--- src/rtl/tactics_turn_ctrl_if.sv ---
// rtl/tactics_turn_ctrl_if.sv - front-end pulses, unit positions and turn status of the tactics turn controller
interface tactics_turn_ctrl_if #(
  parameter int GRID_W     = 20,
  parameter int GRID_H     = 15,
  parameter int NUM_UNITS  = 2,
  parameter int ANIM_TICKS = 16
);
  localparam int XW = $clog2(GRID_W);
  localparam int YW = $clog2(GRID_H);
  localparam int PW = $clog2(GRID_W * GRID_H);
  localparam int AW = $clog2(ANIM_TICKS + 1);

  logic                    anim_tick;
  logic                    left;
  logic                    right;
  logic                    up;
  logic                    down;
  logic                    sel_pulse;
  logic                    end_pulse;
  logic [NUM_UNITS*PW-1:0] unit_pos;
  logic [XW-1:0]           cursor_x;
  logic [YW-1:0]           cursor_y;
  logic [PW-1:0]           cursor_pos;
  logic [1:0]              phase;
  logic [2:0]              active_unit;
  logic [NUM_UNITS*2-1:0]  unit_state;
  logic [NUM_UNITS-1:0]    spent;
  logic                    enemy_state;
  logic [AW-1:0]           anim_count;
  logic [7:0]              round_count;

  modport master (
    output anim_tick, left, right, up, down, sel_pulse, end_pulse, unit_pos,
    input  cursor_x, cursor_y, cursor_pos, phase, active_unit, unit_state,
           spent, enemy_state, anim_count, round_count
  );

  modport slave (
    input  anim_tick, left, right, up, down, sel_pulse, end_pulse, unit_pos,
    output cursor_x, cursor_y, cursor_pos, phase, active_unit, unit_state,
           spent, enemy_state, anim_count, round_count
  );
endinterface

--- src/rtl/tactics_turn_ctrl.sv ---
// rtl/tactics_turn_ctrl.sv - map cursor, per-unit action FSM, enemy phase and round counter
module tactics_turn_ctrl #(
  parameter int GRID_W      = 20,
  parameter int GRID_H      = 15,
  parameter int NUM_UNITS   = 2,
  parameter int ANIM_TICKS  = 16,
  parameter int CURSOR_X0   = 7,
  parameter int CURSOR_Y0   = 7,
  parameter bit CURSOR_WRAP = 1'b0
) (
  input logic               clk,
  input logic               rst,
  tactics_turn_ctrl_if.slave bus
);
  localparam int XW = $clog2(GRID_W);
  localparam int YW = $clog2(GRID_H);
  localparam int PW = $clog2(GRID_W * GRID_H);
  localparam int AW = $clog2(ANIM_TICKS + 1);

  typedef enum logic [1:0] {
    SELECT    = 2'd0,
    ACTION    = 2'd1,
    UNIT_ANIM = 2'd2,
    ENEMY     = 2'd3
  } phase_t;

  localparam logic [1:0] ST_MOVE   = 2'b00;
  localparam logic [1:0] ST_ATTACK = 2'b01;
  localparam logic [1:0] ST_HIT    = 2'b10;
  localparam logic [1:0] ST_IDLE   = 2'b11;

  phase_t                 phase_q, phase_n;
  logic [XW-1:0]          x_q, x_n;
  logic [YW-1:0]          y_q, y_n;
  logic [2:0]             active_q, active_n;
  logic [NUM_UNITS*2-1:0] ustate_q, ustate_n;
  logic [NUM_UNITS-1:0]   spent_q, spent_n;
  logic                   enemy_q, enemy_n;
  logic [AW-1:0]          anim_q, anim_n;
  logic [7:0]             round_q, round_n;

  logic [PW-1:0]          pos;
  logic                   hit;
  logic [2:0]             hit_idx;
  logic                   finish;
  logic [NUM_UNITS-1:0]   spent_fin;
  logic                   last_tick;

  assign pos       = PW'(y_q) * PW'(GRID_W) + PW'(x_q);
  assign last_tick = bus.anim_tick && (anim_q == AW'(ANIM_TICKS - 1));

  always_ff @(posedge clk or posedge rst) begin
    if (rst) begin
      phase_q  <= SELECT;
      x_q      <= XW'(CURSOR_X0);
      y_q      <= YW'(CURSOR_Y0);
      active_q <= '0;
      ustate_q <= '1;
      spent_q  <= '0;
      enemy_q  <= 1'b0;
      anim_q   <= '0;
      round_q  <= '0;
    end else begin
      phase_q  <= phase_n;
      x_q      <= x_n;
      y_q      <= y_n;
      active_q <= active_n;
      ustate_q <= ustate_n;
      spent_q  <= spent_n;
      enemy_q  <= enemy_n;
      anim_q   <= anim_n;
      round_q  <= round_n;
    end
  end

  always_comb begin
    phase_n   = phase_q;
    x_n       = x_q;
    y_n       = y_q;
    active_n  = active_q;
    ustate_n  = ustate_q;
    spent_n   = spent_q;
    enemy_n   = enemy_q;
    anim_n    = anim_q;
    round_n   = round_q;
    hit       = 1'b0;
    hit_idx   = '0;
    finish    = 1'b0;
    spent_fin = spent_q | (NUM_UNITS'(1) << active_q);

    // Descending scan so the lowest-indexed free unit under the cursor wins
    for (int k = NUM_UNITS - 1; k >= 0; k--) begin
      if (!spent_q[k] && (bus.unit_pos[k*PW +: PW] == pos)) begin
        hit     = 1'b1;
        hit_idx = 3'(k);
      end
    end

    if (phase_q == SELECT || phase_q == ACTION) begin
      if (bus.left && !bus.right) begin
        if (x_q == '0) x_n = CURSOR_WRAP ? XW'(GRID_W - 1) : x_q;
        else           x_n = x_q - 1'b1;
      end else if (bus.right && !bus.left) begin
        if (x_q == XW'(GRID_W - 1)) x_n = CURSOR_WRAP ? '0 : x_q;
        else                        x_n = x_q + 1'b1;
      end
      if (bus.up && !bus.down) begin
        if (y_q == '0) y_n = CURSOR_WRAP ? YW'(GRID_H - 1) : y_q;
        else           y_n = y_q - 1'b1;
      end else if (bus.down && !bus.up) begin
        if (y_q == YW'(GRID_H - 1)) y_n = CURSOR_WRAP ? '0 : y_q;
        else                        y_n = y_q + 1'b1;
      end
    end

    case (phase_q)
      SELECT: begin
        if (bus.end_pulse) begin
          phase_n  = ENEMY;
          anim_n   = '0;
          enemy_n  = 1'b1;
          ustate_n = {NUM_UNITS{ST_HIT}};
        end else if (bus.sel_pulse && hit) begin
          phase_n  = ACTION;
          active_n = hit_idx;
          ustate_n[int'(hit_idx)*2 +: 2] = ST_MOVE;
        end
      end
      ACTION: begin
        if (bus.end_pulse) begin
          if (ustate_q[int'(active_q)*2 +: 2] == ST_ATTACK) begin
            phase_n = UNIT_ANIM;
            anim_n  = '0;
          end else begin
            finish = 1'b1;
          end
        end else if (bus.sel_pulse) begin
          ustate_n[int'(active_q)*2 +: 2] =
            (ustate_q[int'(active_q)*2 +: 2] == ST_MOVE) ? ST_ATTACK : ST_MOVE;
        end
      end
      UNIT_ANIM: begin
        if (last_tick)          finish = 1'b1;
        else if (bus.anim_tick) anim_n = anim_q + 1'b1;
      end
      ENEMY: begin
        if (last_tick) begin
          phase_n  = SELECT;
          enemy_n  = 1'b0;
          ustate_n = '1;
          spent_n  = '0;
          anim_n   = '0;
          if (round_q != 8'hFF) round_n = round_q + 1'b1;
        end else if (bus.anim_tick) begin
          anim_n = anim_q + 1'b1;
        end
      end
      default: phase_n = SELECT;
    endcase

    // Unit done: retire it, and hand over to the enemy on the same edge once nobody is left
    if (finish) begin
      ustate_n[int'(active_q)*2 +: 2] = ST_IDLE;
      spent_n = spent_fin;
      anim_n  = '0;
      if (&spent_fin) begin
        phase_n  = ENEMY;
        enemy_n  = 1'b1;
        ustate_n = {NUM_UNITS{ST_HIT}};
      end else begin
        phase_n = SELECT;
      end
    end
  end

  assign bus.cursor_x    = x_q;
  assign bus.cursor_y    = y_q;
  assign bus.cursor_pos  = pos;
  assign bus.phase       = phase_q;
  assign bus.active_unit = active_q;
  assign bus.unit_state  = ustate_q;
  assign bus.spent       = spent_q;
  assign bus.enemy_state = enemy_q;
  assign bus.anim_count  = anim_q;
  assign bus.round_count = round_q;
endmodule
--- src/flat_wrapper.sv ---
// flat-port wrapper written by rule: the top's interface ports become plain ports
module tactics_turn_ctrl_flat 
#(
  parameter int GRID_W      = 20,
  parameter int GRID_H      = 15,
  parameter int NUM_UNITS   = 2,
  parameter int ANIM_TICKS  = 16,
  parameter int CURSOR_X0   = 7,
  parameter int CURSOR_Y0   = 7,
  parameter bit CURSOR_WRAP = 1'b0
)
  (clk, rst, bus_anim_tick, bus_left, bus_right, bus_up, bus_down, bus_sel_pulse, bus_end_pulse, bus_unit_pos, bus_cursor_x, bus_cursor_y, bus_cursor_pos, bus_phase, bus_active_unit, bus_unit_state, bus_spent, bus_enemy_state, bus_anim_count, bus_round_count);
  tactics_turn_ctrl_if #(.GRID_W(GRID_W), .GRID_H(GRID_H), .NUM_UNITS(NUM_UNITS), .ANIM_TICKS(ANIM_TICKS)) bus_i ();
  input logic clk;
  input logic rst;
  input wire logic [$bits(bus_i.anim_tick)-1:0] bus_anim_tick;
  input wire logic [$bits(bus_i.left)-1:0] bus_left;
  input wire logic [$bits(bus_i.right)-1:0] bus_right;
  input wire logic [$bits(bus_i.up)-1:0] bus_up;
  input wire logic [$bits(bus_i.down)-1:0] bus_down;
  input wire logic [$bits(bus_i.sel_pulse)-1:0] bus_sel_pulse;
  input wire logic [$bits(bus_i.end_pulse)-1:0] bus_end_pulse;
  input wire logic [$bits(bus_i.unit_pos)-1:0] bus_unit_pos;
  output wire logic [$bits(bus_i.cursor_x)-1:0] bus_cursor_x;
  output wire logic [$bits(bus_i.cursor_y)-1:0] bus_cursor_y;
  output wire logic [$bits(bus_i.cursor_pos)-1:0] bus_cursor_pos;
  output wire logic [$bits(bus_i.phase)-1:0] bus_phase;
  output wire logic [$bits(bus_i.active_unit)-1:0] bus_active_unit;
  output wire logic [$bits(bus_i.unit_state)-1:0] bus_unit_state;
  output wire logic [$bits(bus_i.spent)-1:0] bus_spent;
  output wire logic [$bits(bus_i.enemy_state)-1:0] bus_enemy_state;
  output wire logic [$bits(bus_i.anim_count)-1:0] bus_anim_count;
  output wire logic [$bits(bus_i.round_count)-1:0] bus_round_count;
  assign bus_i.anim_tick = bus_anim_tick;
  assign bus_i.left = bus_left;
  assign bus_i.right = bus_right;
  assign bus_i.up = bus_up;
  assign bus_i.down = bus_down;
  assign bus_i.sel_pulse = bus_sel_pulse;
  assign bus_i.end_pulse = bus_end_pulse;
  assign bus_i.unit_pos = bus_unit_pos;
  assign bus_cursor_x = bus_i.cursor_x;
  assign bus_cursor_y = bus_i.cursor_y;
  assign bus_cursor_pos = bus_i.cursor_pos;
  assign bus_phase = bus_i.phase;
  assign bus_active_unit = bus_i.active_unit;
  assign bus_unit_state = bus_i.unit_state;
  assign bus_spent = bus_i.spent;
  assign bus_enemy_state = bus_i.enemy_state;
  assign bus_anim_count = bus_i.anim_count;
  assign bus_round_count = bus_i.round_count;
  tactics_turn_ctrl #(.GRID_W(GRID_W), .GRID_H(GRID_H), .NUM_UNITS(NUM_UNITS), .ANIM_TICKS(ANIM_TICKS), .CURSOR_X0(CURSOR_X0), .CURSOR_Y0(CURSOR_Y0), .CURSOR_WRAP(CURSOR_WRAP)) u_core (.clk(clk), .rst(rst), .bus(bus_i));
endmodule
--- config.mk ---
export PLATFORM = sky130hd
export DESIGN_NAME = tactics_turn_ctrl_flat
export DESIGN_NICKNAME = d
export VERILOG_FILES = /design/src/rtl/tactics_turn_ctrl_if.sv /design/src/rtl/tactics_turn_ctrl.sv /design/src/flat_wrapper.sv
export SDC_FILE = /design/constraint.sdc
export NUM_CORES = 1
export LEC_CHECK = 0
export BUFFER_PORTS_ARGS = -buffer_cell sky130_fd_sc_hd__buf_2
export CELL_PAD_IN_SITES_DETAIL_PLACEMENT = 1
export CELL_PAD_IN_SITES_GLOBAL_PLACEMENT = 2
export CORE_ASPECT_RATIO = 0.6
export CORE_UTILIZATION = 30
export CTS_CLUSTER_SIZE = 8
export DETAILED_ROUTE_END_ITERATION = 6
export GPL_ROUTABILITY_DRIVEN = 0
export PLACE_DENSITY = 0.77
export SLEW_MARGIN = 20
export SYNTH_ARGS = -nofsm -noshare
export SYNTH_HDL_FRONTEND = slang
export SYNTH_SLANG_ARGS = --single-unit
--- constraint.sdc ---
create_clock -name clk -period 7.1 [get_ports clk]
set_input_delay 0.355 -clock clk [delete_from_list [all_inputs] [get_ports clk]]
set_output_delay 0.355 -clock clk [all_outputs]
set_load 0.1 [all_outputs]
==> key figures, run 1 <==
Logic synthesis
  – Post-Synth Simple-Gate Area: 0.180
  – Warnings from Yosys: 0
  – Synth Area in XOR/XNOR: 0.129
  – Post-Syn Area per Cell: about 9.2 µm²
  – Largest family of logic cells by synthesized area: simple AND/OR/NAND/NOR gates
  – Post-synthesis mux area share: 0.0382
  – Seq/Total Area, Yosys: 0.299
  – Fraction of registers with async set/reset: 1.00
  – Post-synthesis compound-gate area fraction: 0.178
  – Synthesized cell area: about 0.0027 mm²
  – Cell count after synthesis: just under 300
  – Primary FF master, synth: dfrtp_1
  – Post-Synth Adder-Cell Area: 0.126
  – Library cells used by synthesis: between 60 and 70
  – #FFs+latches synth: 32
  – Number of synthesized flops with an enable pin: 0

Timing
  – Pins Over Slew Limit: 0
  – Clock skew: 5.57 ps
  – RSZ-0062 raised after global routing: no
  – Max Freq: ~0.29 GHz
  – Post-layout min period: 3470 ps
  – Tightest Pin Transition: 737 ps
  – Max-slew headroom: 0.508
  – Setup Viol. Count Final: 0
  – Final period utilization: 0.489
  – Total negative slack: 0 ps
  – Number of hold violations in the final report: 0

Cells and area
  – Share of post-route cells with drive strength above 1: 0.285
  – Final Instance Count excl. Fillers: about 470
  – Fill cells: around 1000
  – Layout Nets: 412
  – Area Growth Syn to Fin: 21.7%
  – # diodes: 0

Clock network
  – CTS Hold Bufs: 0
  – TritonCTS clock tree: built
  – Post-CTS Setup Inserts: 0
  – Sink Count: 32
  – Root Driver: clkbuf_16
  – Quantity of gates resized following cts: 0
  – CTS max path bufs: 2
  – Worst-Skew Late Latency: 280 ps
  – CTS buffer count: 5
  – H-Tree Depth: 2
  – Clk slew on worst S/H paths: 60 ps

Placed design
  – Buffers on Ports: 67
  – Hpwl dp: between 6000 and 7000 µm
  – Placed insts: between 400 and 500

Global routing
  – Initial antenna violation count: 0
  – Tot GR Track Use: 0.173
  – Largest net degree at the start of global routing: 33
  – First-pass GRT wire length: roughly 13000 µm
  – GR Overflow Total: 0
  – Vias in the first global route: between 2000 and 2500

Floorplan
  – I/O pins: 70
  – Die span in y: ~76 µm
  – Core area: approximately 0.0087 mm²
  – Placement row count: 26
  – Die W: about 120 µm
  – Initial core utilization: 0.314
  – Die area: 0.00946 mm²

Worst setup path
  – Crit path launch: u_core.bus.cursor_y[1]
  – Critical Path RT: between 7000 and 8000 ps
  – Internal reg-to-reg setup slack: ~3600 ps
  – CP max FO: 8
  – Launching point of the worst reg2reg path: u_core.bus.cursor_y[1]
  – WS Path Type: reg -> reg
  – CP Data Arrival Time: around 3600 ps
  – R2R cell count: 9
  – RR Endpoint: u_core.bus.phase[1]
  – Crit. End Element: flip-flop
  – Crit path to: u_core.bus.phase[1]
  – Startpoint type of the worst setup path: flip-flop

Route
  – DR iter-0 viols: 95
  – Final antenna-violating net count: 0
  – Drt first pass iters: 6
  – Routed len/inst: around 16 µm
  – Via count: between 2000 and 2500
  – Routed WL: 7600 µm
  – Vias/cell: around 5
  – Drt drc: 6

Run status
  – Status: complete, but fails checks
  – Failing checks: design-rule violations

Job
  – Max cap viols: 0

Hold path
  – Min-delay worst type: in -> async
flip-flops by register name, indices dropped and copies added, names as in the netlist:
signal and flops:
u_core.bus.cursor_x 5, u_core.bus.cursor_y 4, u_core.bus.spent 2, u_core.bus.unit_state 4
u_core.bus.round_count 8, u_core.bus.phase 2, u_core.bus.active_unit 1, u_core.bus.enemy_state 1
u_core.bus.anim_count 5
per-stage QoR:
step | cell area, µm² | worst slack (ps) | util | hold slack (ps)
floorplan | 2720 | 2410 | - | 464
global placement | 3140 | 3710 | 0.363 | 475
detailed placement | 3140 | 3640 | 0.363 | 482
CTS | 3310 | 3630 | 0.382 | 181
global route | 3310 | 3420 | 0.382 | 204
finish | 3310 | 3630 | 0.382 | 158
cells by family (layout without fill, tap and decap cells):
| family | count (synthesis) | in the layout |
|---|---|---|
| flops | 32 | 32 |
| simple gates | 93 | 93 |
| fa+ha+maj | 25 | 25 |
| other cells | 1 | 2 |
| xor+xnor | 36 | 36 |
| mux | 9 | 9 |
| buf+inv | 28 | 93 |
| compound gates | 71 | 71 |
worst min-delay path by stage:
stage          from                         to  cells after the start
2_1_floorplan   rst  u_core.bus.active_unit[0]                      1
3_3_place_gp    rst  u_core.bus.round_count[1]                      3
3_5_place_dp    rst  u_core.bus.round_count[1]                      3
4_1_cts         rst  u_core.bus.round_count[1]                      3
5_1_grt         rst  u_core.bus.round_count[1]                      3
6_report        rst  u_core.bus.round_count[1]                      3
Yosys cell counts (6+ instances only):
library cell | n | share of area
xor2_1 | 8 | 0.026
dfstp_2 | 10 | 0.097
nor2_1 | 25 | 0.034
o21ai_1 | 11 | 0.020
xnor2_1 | 25 | 0.080
a21oi_1 | 19 | 0.035
nand3_1 | 9 | 0.017
o21ai_0 | 8 | 0.015
dfrtp_1 | 22 | 0.20
and3_1 | 8 | 0.018
inv_1 | 17 | 0.023
nor2b_1 | 6 | 0.014
ha_1 | 21 | 0.097
nand2_1 | 21 | 0.029
cell usage in the layout, fill, tap and decap left out, types with 2 or more instances in the layout:
cell / Yosys / final
buf_2: 1 / 67
nor2_1: 25 / 25
xnor2_1: 25 / 25
dfrtp_1: 22 / 22
nand2_1: 21 / 21
ha_1: 21 / 21
a21oi_1: 19 / 19
inv_1: 17 / 17
o21ai_1: 11 / 11
dfstp_2: 10 / 10
nand3_1: 9 / 9
and3_1: 8 / 8
o21ai_0: 8 / 8
xor2_1: 8 / 8
nor2b_1: 6 / 6
mux2_2: 5 / 5
o22ai_1: 5 / 5
clkbuf_16: 0 / 5
and2_1: 4 / 4
a21o_1: 4 / 4
fa_1: 4 / 4
nand3b_1: 3 / 3
nor3_1: 3 / 3
o21bai_1: 2 / 2
a31oi_1: 2 / 2
nor3b_1: 2 / 2
o211ai_1: 2 / 2
o2111ai_2: 2 / 2
nand2b_1: 2 / 2
nand4_1: 2 / 2
mux2_1: 2 / 2
conb_1: 1 / 2
routing by layer:
layer,global-route usage,vias to the layer above,wire length (µm)
li1,-,1167,-
met1,0.253,1140,4180
met2,0.262,37,3070
met3,0.0351,5,287
met4,0.0407,0,57
met5,0,-,0
cell type report:
| class | instances | area, µm² | share of cell area |
|---|---|---|---|
| clock buffer | 5 | 125 | 0.0378 |
| clock inverter | 3 | 42.5 | 0.0129 |
| inverter | 17 | 63.8 | 0.0193 |
| multi-input combinational | 236 | 1780 | 0.538 |
| sequential | 32 | 813 | 0.246 |
| tap | 112 | 140 | 0.0423 |
| timing repair buffer | 68 | 343 | 0.104 |
worst max-delay path, cell delays in order (launching register included):
cell       delay [ps]
dfstp_2           620
ha_1              260
ha_1              230
fa_1              590
nand2_1           180
nor3b_4           320
xnor3_1           300
o2111ai_2         220
a41oi_4           320
mux2_4            320
Power of run 1 is not shown: default switching activity piles up to over one toggle a cycle in this logic, so the estimate is an artifact.
==> run 2: changes to the inputs <==
--- a/config.mk
+++ b/config.mk
@@ -9,11 +9,11 @@
 export CELL_PAD_IN_SITES_DETAIL_PLACEMENT = 1
 export CELL_PAD_IN_SITES_GLOBAL_PLACEMENT = 2
 export CORE_ASPECT_RATIO = 0.6
-export CORE_UTILIZATION = 30
+export CORE_UTILIZATION = 29
 export CTS_CLUSTER_SIZE = 8
 export DETAILED_ROUTE_END_ITERATION = 6
 export GPL_ROUTABILITY_DRIVEN = 0
-export PLACE_DENSITY = 0.77
+export PLACE_DENSITY = 0.78
 export SLEW_MARGIN = 20
 export SYNTH_ARGS = -nofsm -noshare
 export SYNTH_HDL_FRONTEND = slang
==> constraint.sdc (replaced) <==
create_clock -name clk -period 2.8 [get_ports clk]
set_input_delay 0.14 -clock clk [delete_from_list [all_inputs] [get_ports clk]]
set_output_delay 0.14 -clock clk [all_outputs]
set_load 0.1 [all_outputs]
==> run 2 against run 1 <==
  * The run ends with negative setup slack left
  * Critical path depth rose by 2
  * Routed wire length is 20% higher
  * Utilization rose by 7.5 points
  * Clock-buffer cell count is the same
  * Highest routed layer unchanged
==> key figures, run 2 (synthesized netlist as in run 1, its figures left out) <==
Floorplan
  – I/O pins: 70 (unchanged)
  – Core area: 0.00878 mm² (+1.5%)
  – Die W: 127 µm (+1.7%)
  – Placement row count: 26 (unchanged)
  – Die area: 0.00978 mm² (+3.4%)
  – Initial core utilization: 0.310 (-0.00466)
  – Die span in y: 77.0 µm (+1.7%)

Cells and area
  – Area Growth Syn to Fin: 47.6%
  – Most common cell after layout, fill and taps aside: buf_2
  – Share of post-route cells with drive strength above 1: 0.441 (+0.156)
  – # diodes: 0 (unchanged)
  – Most frequent cells in the layout: buf_2, buf_4, nor2_1
  – Layout Nets: 450 (+9.2%)
  – Max reg flops: 8 (unchanged)

Run status
  – Failing checks: negative setup slack
  – Status: complete, but fails checks

Timing
  – Number of hold violations in the final report: 0 (unchanged)
  – RSZ-0062 raised after global routing: yes
  – Pins Over Slew Limit: 0 (unchanged)
  – Final period utilization: 1.10 (+0.610)
  – Max Freq: 0.325 GHz (+13%)
  – Tightest Pin Transition: 587 ps (-149 ps)
  – Clock skew: 2.05 ps (-3.52 ps)
  – Total negative slack: -1830 ps (-1830 ps)
  – Max-slew headroom: 0.607 (+0.0987)
  – Final worst setup slack: -277 ps (-3910 ps)
  – Setup Viol. Count Final: 9 (+9)
  – Post-layout min period: 3080 ps (-392 ps)

Worst setup path
  – CP max FO: 4 (-4)
  – CP Data Arrival Time: 3270 ps (-360 ps)
  – Internal reg-to-reg setup slack: -280 ps (-3910 ps)
  – WS Path Type: reg -> reg
  – Crit. End Element: flip-flop
  – Critical Path RT: 2990 ps (-4270 ps)
  – Startpoint type of the worst setup path: flip-flop
  – Most used cell, CP: ha_4
  – Crit-path cells: ha_4, ha_4, fa_2, nor2b_2, a32oi_4, xor2_2, o2111ai_4, buf_4, buf_6, a221oi_2, o21ai_1
  – Critical Path Max Stage Delay: 620 ps (about the same)
  – CP max stage cell: dfstp_4

Clock network
  – TritonCTS clock tree: built
  – Worst-Skew Late Latency: 270 ps (about the same)
  – Root Driver: clkbuf_16
  – H-Tree Depth: 2 (unchanged)
  – CTS buffer count: 5 (unchanged)
  – Clk slew on worst S/H paths: 50 ps (about the same)
  – Sink Count: 32 (unchanged)
  – CTS max path bufs: 2 (unchanged)

Global routing
  – Tot GR Track Use: 0.189 (+0.0164)
  – GR Overflow Total: 0 (unchanged)
  – Largest net degree at the start of global routing: 20 (-39%)
  – Vias in the first global route: 2649 (+12%)
  – First-pass GRT wire length: 14400 µm (+15%)
  – Initial antenna violation count: 0 (unchanged)

Hold path
  – Min-delay worst type: in -> reg

Placed design
  – Place WS: -328 ps (-3960 ps)
  – Hpwl dp: 6770 µm (+12%)
  – Buffers on Ports: 67 (unchanged)

Route
  – Routed len/inst: 17.8 µm (+11%)
  – Final antenna-violating net count: 0 (unchanged)
  – Drt first pass iters: 5 (-1)
  – DR iter-0 viols: 123 (+29%)
  – Vias/cell: 5.07 (+2.1%)
  – Drt drc: 0 (-6)
  – Routed WL: 9110 µm (+20%)
  – Via count: 2592 (+10%)

Job
  – Max cap viols: 0 (unchanged)
-- run 2: changes by cell type in the layout (fill, tap and decap cells not counted), moves of 4 or more --
cell / delta
dfstp_4: +4
dfstp_2: -4
buf_2: -4
buf_4: +34
a21oi_1: -4
buf_6: +4
ha_1: -4
xor2_1: -5
ha_4: +4
-- run 2: timing repair --
action | CTS | global route
setup buffers | 9 | 9
gates resized for setup | 18 | 22
endpoints found under the setup margin | 8 | 10
hold buffers | 1 | 0
pin swaps | 13 | 16
hold endpoints to repair | 13 | 0
-- run 2: worst max-delay path, delay by kind of cell (launching register included) --
kind,cells,cell delay (ps)
AOI/OAI and AO/OA,4,780
xor gates and xnor gates,1,240
and+or+nand+nor,1,80
buffers and inverters,2,310
DFF,1,620
adders and majority gates,3,960
-- run 2: layout make-up --
type                       count  area, µm²
sequential                    32        835
fill                        1008       4770
multi-input combinational    236       2110
tap                          112        140
clock buffer                   5        125
inverter                      17       63.8
timing repair buffer         106        693
clock inverter                 3       42.5
-- run 2: final timing paths --
kind,startpoint,to,cells after the start
setup / recovery,u_core.bus.cursor_y[1],u_core.bus.unit_state[1],11
hold / removal,bus_anim_tick,u_core.bus.anim_count[2],3
setup reg to reg,u_core.bus.cursor_y[1],u_core.bus.unit_state[1],11
hold reg to reg,u_core.bus.round_count[6],u_core.bus.round_count[6],1
max in group asynchronous,rst,u_core.bus.unit_state[3],4
min in group asynchronous,rst,u_core.bus.round_count[4],3
-- run 2: routing by layer --
metal  up-vias  share of wire  track usage
li1       1239              -            -
met1      1286           0.50        0.281
met2        63           0.45        0.291
met3         4          0.045       0.0293
met4         0         0.0044       0.0298
met5         -              0            0
-- run 2: stage by stage --
stage               area (µm²)   util  cells  hold slack [ps]
floorplan                 2880      -    296              249
global placement          3490  0.398    485              216
detailed placement        3490  0.398    485              220
CTS                       3830  0.436    503              176
global route              4010  0.457    511              203
finish                    4010  0.457    511              184
Power of run 2 is left out for the same reason.
